## config.mk

```make
export PLATFORM = sky130hd
export DESIGN_NAME = shift_sequencer_flat
export DESIGN_NICKNAME = d
export VERILOG_FILES = /design/src/rtl/shift_sequencer_if.sv /design/src/rtl/shift_sequencer.sv /design/src/flat_wrapper.sv
export SDC_FILE = /design/constraint.sdc
export NUM_CORES = 1
export LEC_CHECK = 0
export CELL_PAD_IN_SITES_DETAIL_PLACEMENT = 1
export CELL_PAD_IN_SITES_GLOBAL_PLACEMENT = 1
export CORE_MARGIN = 2
export CORE_UTILIZATION = 41
export CTS_CLUSTER_SIZE = 28
export DETAILED_ROUTE_END_ITERATION = 8
export PLACE_DENSITY_LB_ADDON = 0.1
export RECOVER_POWER = 25
export SYNTH_ARGS = -nofsm -noshare
export SYNTH_HDL_FRONTEND = slang
export SYNTH_SLANG_ARGS = --single-unit
```

## constraint.sdc

```tcl
create_clock -name clk -period 4.95 [get_ports clk]
set_input_delay 1.485 -clock clk [delete_from_list [all_inputs] [get_ports clk]]
set_output_delay 1.485 -clock clk [all_outputs]
set_load 0.005 [all_outputs]
```

## src/rtl/shift_sequencer_if.sv

```systemverilog
// shift_sequencer_if: request/result handshake bundle for the shift sequencer
interface shift_sequencer_if #(
    parameter int WIDTH = 16,
    parameter int AMT_W = 16
);
    logic             in_valid;
    logic             in_ready;
    logic [WIDTH-1:0] in_data;
    logic [AMT_W-1:0] in_amt;
    logic             in_dir;
    logic             in_arith;
    logic             out_valid;
    logic             out_ready;
    logic [WIDTH-1:0] out_data;
    logic             busy;
    modport master (
        output in_valid, in_data, in_amt, in_dir, in_arith, out_ready,
        input  in_ready, out_valid, out_data, busy
    );
    modport slave (
        input  in_valid, in_data, in_amt, in_dir, in_arith, out_ready,
        output in_ready, out_valid, out_data, busy
    );
endinterface

```

## src/rtl/shift_sequencer.sv

```systemverilog
// shift_sequencer: multi-cycle shifter moving at most STEP bits per cycle between two handshakes
module shift_sequencer #(
    parameter int WIDTH = 16,
    parameter int AMT_W = 16,
    parameter int STEP  = 4
) (
    input logic              clk,
    input logic              rst,
    shift_sequencer_if.slave bus
);
    localparam int REM_W = $clog2(WIDTH + 1);
    localparam logic [REM_W-1:0] FULL = REM_W'(WIDTH);
    localparam logic [REM_W-1:0] STP  = REM_W'(STEP);
    localparam logic [AMT_W-1:0] AMT_FULL = AMT_W'(WIDTH);
    typedef enum logic [1:0] {IDLE, SHIFT, DONE} state_t;
    state_t           state_q, state_d;
    logic [WIDTH-1:0] data_q, data_d, sra;
    logic [REM_W-1:0] rem_q, rem_d, s;
    logic             dir_q, dir_d, arith_q, arith_d;
    assign bus.in_ready  = state_q == IDLE;
    assign bus.out_valid = state_q == DONE;
    assign bus.busy      = state_q != IDLE;
    assign bus.out_data  = data_q;
    always_comb begin
        state_d = state_q;
        data_d  = data_q;
        rem_d   = rem_q;
        dir_d   = dir_q;
        arith_d = arith_q;
        s       = (rem_q < STP) ? rem_q : STP;
        // the MSB never changes under >>>, so it always equals the original sign bit
        sra     = $signed(data_q) >>> s;
        case (state_q)
            IDLE: if (bus.in_valid) begin
                data_d  = bus.in_data;
                rem_d   = (bus.in_amt >= AMT_FULL) ? FULL : REM_W'(bus.in_amt);
                dir_d   = bus.in_dir;
                arith_d = bus.in_dir && bus.in_arith;
                state_d = SHIFT;
            end
            SHIFT: begin
                data_d  = !dir_q ? data_q << s : arith_q ? sra : data_q >> s;
                rem_d   = rem_q - s;
                state_d = (rem_d == '0) ? DONE : SHIFT;
            end
            DONE: state_d = bus.out_ready ? IDLE : DONE;
            default: state_d = IDLE;
        endcase
    end
    always_ff @(posedge clk) begin
        if (rst) begin
            state_q <= IDLE;
            data_q  <= '0;
            rem_q   <= '0;
            dir_q   <= 1'b0;
            arith_q <= 1'b0;
        end else begin
            state_q <= state_d;
            data_q  <= data_d;
            rem_q   <= rem_d;
            dir_q   <= dir_d;
            arith_q <= arith_d;
        end
    end
endmodule

```

## src/flat_wrapper.sv

```systemverilog
// flat-port wrapper written by rule: the top's interface ports become plain ports
module shift_sequencer_flat 
#(
    parameter int WIDTH = 16,
    parameter int AMT_W = 16,
    parameter int STEP  = 4
)
  (clk, rst, bus_in_valid, bus_in_data, bus_in_amt, bus_in_dir, bus_in_arith, bus_out_ready, bus_in_ready, bus_out_valid, bus_out_data, bus_busy);
  shift_sequencer_if #(.WIDTH(WIDTH), .AMT_W(AMT_W)) bus_i ();
  input logic clk;
  input logic rst;
  input wire logic [$bits(bus_i.in_valid)-1:0] bus_in_valid;
  input wire logic [$bits(bus_i.in_data)-1:0] bus_in_data;
  input wire logic [$bits(bus_i.in_amt)-1:0] bus_in_amt;
  input wire logic [$bits(bus_i.in_dir)-1:0] bus_in_dir;
  input wire logic [$bits(bus_i.in_arith)-1:0] bus_in_arith;
  input wire logic [$bits(bus_i.out_ready)-1:0] bus_out_ready;
  output wire logic [$bits(bus_i.in_ready)-1:0] bus_in_ready;
  output wire logic [$bits(bus_i.out_valid)-1:0] bus_out_valid;
  output wire logic [$bits(bus_i.out_data)-1:0] bus_out_data;
  output wire logic [$bits(bus_i.busy)-1:0] bus_busy;
  assign bus_i.in_valid = bus_in_valid;
  assign bus_i.in_data = bus_in_data;
  assign bus_i.in_amt = bus_in_amt;
  assign bus_i.in_dir = bus_in_dir;
  assign bus_i.in_arith = bus_in_arith;
  assign bus_i.out_ready = bus_out_ready;
  assign bus_in_ready = bus_i.in_ready;
  assign bus_out_valid = bus_i.out_valid;
  assign bus_out_data = bus_i.out_data;
  assign bus_busy = bus_i.busy;
  shift_sequencer #(.WIDTH(WIDTH), .AMT_W(AMT_W), .STEP(STEP)) u_core (.clk(clk), .rst(rst), .bus(bus_i));
endmodule
```

==> results.yml, run 1 <==
status:
  status: "finished, final reports clean"
cts:
  cts_buffer_depth: 2
  clkSinkCount: 25
  post_cts_buffers: 0
  h-tree-depth: 1
  clk_pin_slew_ps: 100
  cts_tree: "done"
  post_cts_resized: 0
  cts_buffers: 3
  worstSkewPairLatency_ps: 280
  hold_buffers: 0
  cts_root_buf: "clkbuf_8"
yosys:
  syn_avg_cell_area_um2: 8.508
  synth.distinct_cells: 64
  synth.net_count: 340
  synth-seq-cells: 25
  async_reset_ff_frac: 0
  yosys.area.top_type: "dfxtp_1"
  synth.cell_area_um2: 2552
  synth_cells: 300
  ys_seq_area_frac: 0.1961
  synth_edf_count: 0
  ys.flop_type: "dfxtp_1"
  yosysTopAreaCellShare: 0.1961
  yosys-top-cells-area: "dfxtp_1 (20%), mux4_2 (11%), mux2i_1 (4.7%), clkbuf_1 (4.0%), a21oi_1 (3.7%)"
  ys_warn_count: 0
global_route:
  antenna_found_initial: 0
  track_usage: 0.2672
  use_met2: 0.4164
  grt_max_degree: 37
  grt_pass1_vias: 2804
  met3_usage: 0.03280
  busiest_layer: "met2"
  use_met1: 0.3912
  grt_remaining_overflow: 0
  grt_pass1_wl_um: 15010
sta:
  grt_setup_unrepaired: "false"
  drv_slew: 0
  worst_pin_slew_ps: 1181
  setup_slack_ps: 1431
  fin_crit_sh: 0.7109
  relSlewSlack: 0.2104
  hold_viol: 0
  fin_skew_ps: 5.324
  max_freq_mhz: 284.2
  setup_viol: 0
  setup_tns_ps: 0
  whs_ps: 574.0
  period_needed_ps: 3519
setup_path:
  path_class: "reg -> out"
  cp-end-kind: "primary output"
  reg2reg_depth: 5
  cp-start-kind: "flop"
  critPathLaunch: "u_core.state_q[1]"
  critical_path_required_ps: 3460
  reg2reg_slack_ps: 2300
  crit-reg2reg-capture: "u_core.bus.out_data[3]"
  critPathArrivalTime_ps: 2030
  r2r_start: "u_core.rem_q[0]"
  cp_max_fo: 11
power:
  p_leak_nw: 1.069
  total_power_uw: 707.2
  p_per_area_nw_per_um2: 225.7
  irDropWorstVdd_mv: 0.1549
hold_path:
  hp-start: "u_core.arith_q"
  min_path_type: "reg -> reg"
  hold_depth: 2
  worstHoldEndpoint: "u_core.arith_q"
placement:
  pre_cts_ws_ps: 1371
  placedCellCount: 400
  dpl.hpwl_um: 6287
  portBuffers: 56
  placed_cell_area_um2: 3088
  gp_congestion: 0.8626
route:
  vias_per_cell: 6.879
  ant_nets: 0
  drt-total-wl_um: 9249
  drtPass1Iterations: 5
  drcViolationCount: 0
  dr_total_vias: 2779
  drt-initial-drc-count: 282
  routedWlPerCell_um: 22.89
cells_and_area:
  post-route-util: 0.5261
  area_growth_pct: 22.74
  fin_cells: 404
  num_antenna_cells: 0
  nets: 370
  drive_gt1_frac: 0.1185
  fillers: 723
  design_area_um2: 3133
floorplan:
  chipHeight_um: 82.90
  fp-row-count: 28
  start_util: 0.4286
  die_w_um: 82.90
  core_area_um2: 5956
  io_pins: 57
  fp.dieArea_um2: 6872
flow_run:
  drv_cap: 0
[metal layers]
layer | part of all wire | wire length [µm] | vias up
met2 | 0.47 | 4371 | 165
li1 | - | - | 1244
met5 | 0 | 0 | -
met3 | 0.083 | 770 | 17
met1 | 0.43 | 3964 | 1353
met4 | 0.015 | 142 | 0
[synth_stat cells (all sizes together) (6+ instances only)]
master / count
mux2i: 12
nor4: 6
inv: 7
a211oi: 6
nand3: 8
a21oi: 19
mux4: 15
o22a: 6
clkbuf: 27
o211ai: 8
a221oi: 7
nand2: 21
a31oi: 9
mux2: 8
dfxtp: 25
nor2: 13
o221ai: 7
nor2b: 6
o21ai: 9
buf: 10
[critical path: stages, from the launching register on]
cell and delay [ps]:
dfxtp_1 630, clkinv_1 420, nor2_1 190, clkdlybuf4s50_1 520
[report_power, final]
| group | total, mW | internal [mW] | switching, mW |
|---|---|---|---|
| Clock | 0.135 | 0.0579 | 0.0775 |
| Combinational | 0.287 | 0.151 | 0.136 |
| Sequential | 0.285 | 0.221 | 0.0641 |
| Total | 0.707 | 0.430 | 0.277 |
[how the worst max path moves through the flow]
stage / end / depth (start not counted) / slack [ps]
floorplan: u_core.rem_q[4] / 4 / 2380
global placement: u_core.bus.out_data[15] / 5 / 1530
detailed placement: u_core.bus.out_data[15] / 5 / 1370
CTS: bus_out_valid / 3 / 1440
global route: bus_out_valid / 3 / 1290
finish: bus_out_valid / 3 / 1430
[final cells by class]
type | count | area (µm²) | share of cell area
timing repair buffer | 62 | 605.6 | 0.1933
sequential | 25 | 500.5 | 0.1597
tap | 75 | 93.84 | 0.02995
clock buffer | 4 | 45.04 | 0.01438
multi-input combinational | 228 | 1851 | 0.5907
inverter | 10 | 37.54 | 0.01198
[registers in the layout (all words and copies together) (netlist names)]
name and flops:
u_core.arith_q 1, u_core.bus.out_data 16, u_core.dir_q 1, u_core.rem_q 5
u_core.state_q 2
[cell families (layout without fill, tap and decap cells)]
| family | Yosys count | in the layout | synth area share |
|---|---|---|---|
| and+or+nand+nor | 83 | 83 | 0.1873 |
| adders and majority gates | 2 | 2 | 0.009802 |
| buffers and inverters | 47 | 76 | 0.07892 |
| DFF | 25 | 25 | 0.1961 |
| muxes | 35 | 35 | 0.2191 |
| other | 2 | 2 | 0.002942 |
| AOI/OAI and AO/OA | 106 | 106 | 0.3059 |
[layout by cell type (no fill, tap or decap), types with 5 or more instances in the layout]
cell type / instances
o221ai_1: 7
o21ai_0: 9
a211oi_1: 6
inv_1: 7
dlygate4sd3_1: 8
nand2_1: 21
clkdlybuf4s50_1: 48
nor2b_1: 6
buf_4: 6
nor2_1: 13
mux2i_1: 12
mux2_2: 8
a221oi_1: 6
nor4_1: 6
nand3_1: 8
a31oi_1: 9
o22a_1: 6
mux4_2: 12
o211ai_1: 7
a21oi_1: 19
dfxtp_1: 25
o21a_1: 5
(Power assumes the default switching activity.)
==> run 2: changes to the inputs <==
Settings changed: CORE_UTILIZATION 41 to 34.
Clock period 4.95 ns to 2.9 ns, I/O delays scaled along.
==> results.yml, run 2 (synthesized netlist as in run 1, its figures left out) <==
setup_path:
  r2r_start: "u_core.rem_q[4]"
  reg2reg_slack_ps: 700
  path_delay_family: "flip-flops"
  path_class: "reg -> out"
  cp_max_fo: 13
  cp_slowest_cell: "dfxtp_1"
  cp-start-kind: "flop"
  crit-reg2reg-capture: "u_core.bus.out_data[3]"
  critical_path_required_ps: 2030
  reg2reg_depth: 5
  max_stage_delay_ps: 690
  cp-end-kind: "primary output"
  path_buf_inv: 1
  path_cells: "clkdlybuf4s50_1"
  critPathArrivalTime_ps: 1600
route:
  vias_per_cell: 6.260
  drt-total-wl_um: 9724
  dr_total_vias: 2773
  drcViolationCount: 0
  routedWlPerCell_um: 21.95
  ant_nets: 0
  drtPass1Iterations: 5
  drt-initial-drc-count: 205
sta:
  hold_viol: 0
  max_freq_mhz: 405.0
  worst_pin_slew_ps: 688.7
  grt_setup_unrepaired: "false"
  period_needed_ps: 2469
  setup_tns_ps: 0
  setup_viol: 0
  fin_crit_sh: 0.8513
  relSlewSlack: 0.5409
  fin_skew_ps: 11.47
  drv_slew: 0
cts:
  post_cts_resized: 0
  hold_buffers: 0
  cts_buffer_depth: 2
  h-tree-depth: 1
  cts_tree: "done"
  worstSkewPairLatency_ps: 290
  clkSinkCount: 25
  clk_pin_slew_ps: 120
  post_cts_buffers: 0
  cts_root_buf: "clkbuf_8"
  cts_buffers: 3
global_route:
  grt_max_degree: 36
  antenna_found_initial: 0
  grt_pass1_wl_um: 16130
  grt_pass1_vias: 2823
  grt_remaining_overflow: 0
  track_usage: 0.2428
cells_and_area:
  drive_gt1_frac: 0.1483
  num_antenna_cells: 0
  area_growth_pct: 28.33
  post-route-util: 0.4516
  design_area_um2: 3276
  final_cell_mix: "clkdlybuf4s50_1 (55), dfxtp_1 (25), nand2_1 (21)"
  largest_reg_flops: 16
  layout_commonest_cell: "clkdlybuf4s50_1"
  nets: 385
floorplan:
  core_area_um2: 7253
  start_util: 0.3519
  fp.dieArea_um2: 8217
  io_pins: 57
  fp-row-count: 31
  chipHeight_um: 90.65
  die_w_um: 90.65
hold_path:
  worstHoldEndpoint: "u_core.arith_q"
  hp-start: "u_core.arith_q"
  hold_depth: 2
  min_path_type: "reg -> reg"
power:
  irDropWorstVdd_mv: 0.1471
  p_per_area_nw_per_um2: 380.9
  p_leak_nw: 1.119
placement:
  dpl.hpwl_um: 6788
  portBuffers: 56
  gp_congestion: 0.8347
  placed_cell_area_um2: 3243
status:
  status: "finished, final reports clean"
flow_run:
  drv_cap: 0
-- run 2: layout make-up --
| class | count | area, µm² |
|---|---|---|
| Clock buffer | 4 | 45.04 |
| Multi-Input combinational cell | 228 | 1846 |
| Sequential cell | 25 | 500.5 |
| Fill cell | 884 | 3978 |
| Timing Repair Buffer | 77 | 723.2 |
| Tap cell | 99 | 123.9 |
| Inverter | 10 | 37.54 |
-- run 2: worst max path at each step --
stage,start,endpoint,slack (ps),cells past startpoint
3_5_place_dp,bus_in_valid,u_core.rem_q[4],460,5
4_1_cts,u_core.bus.out_data[6],bus_out_data[6],450,1
5_1_grt,bus_in_valid,u_core.bus.out_data[7],370,6
2_1_floorplan,u_core.rem_q[4],u_core.state_q[1],770,8
6_report,u_core.bus.out_data[6],bus_out_data[6],430,1
3_3_place_gp,bus_in_valid,u_core.rem_q[4],520,5
-- run 2: power breakdown --
part / total [mW] / switching, mW / leakage (nW) / internal [mW]
Combinational: 0.525 / 0.243 / 0.890 / 0.282
Sequential: 0.481 / 0.103 / 0.206 / 0.378
Clock: 0.243 / 0.143 / 0.0228 / 0.0993
Total: 1.25 / 0.489 / 1.12 / 0.759
-- run 2: routing by layer --
layer / GRT usage / vias to the layer above / wire [µm]
met5: 0 / - / 0
met3: 0.02337 / 8 / 512
li1: - / 1274 / -
met2: 0.3968 / 96 / 4626
met1: 0.3501 / 1395 / 4478
met4: 0.04487 / 0 / 106
-- run 2: metrics by stage --
stage / setup slack [ps] / total power [mW] / hold slack [ps] / instances
2_1_floorplan: 766.5 / 0.7623 / 470.8 / 300
3_3_place_gp: 516.3 / 1.002 / 527.3 / 439
3_5_place_dp: 461.6 / 1.008 / 519.7 / 439
4_1_cts: 452.7 / 1.251 / 536.0 / 443
5_1_grt: 365.2 / 1.316 / 575.1 / 443
6_report: 431.1 / 1.248 / 535.4 / 443
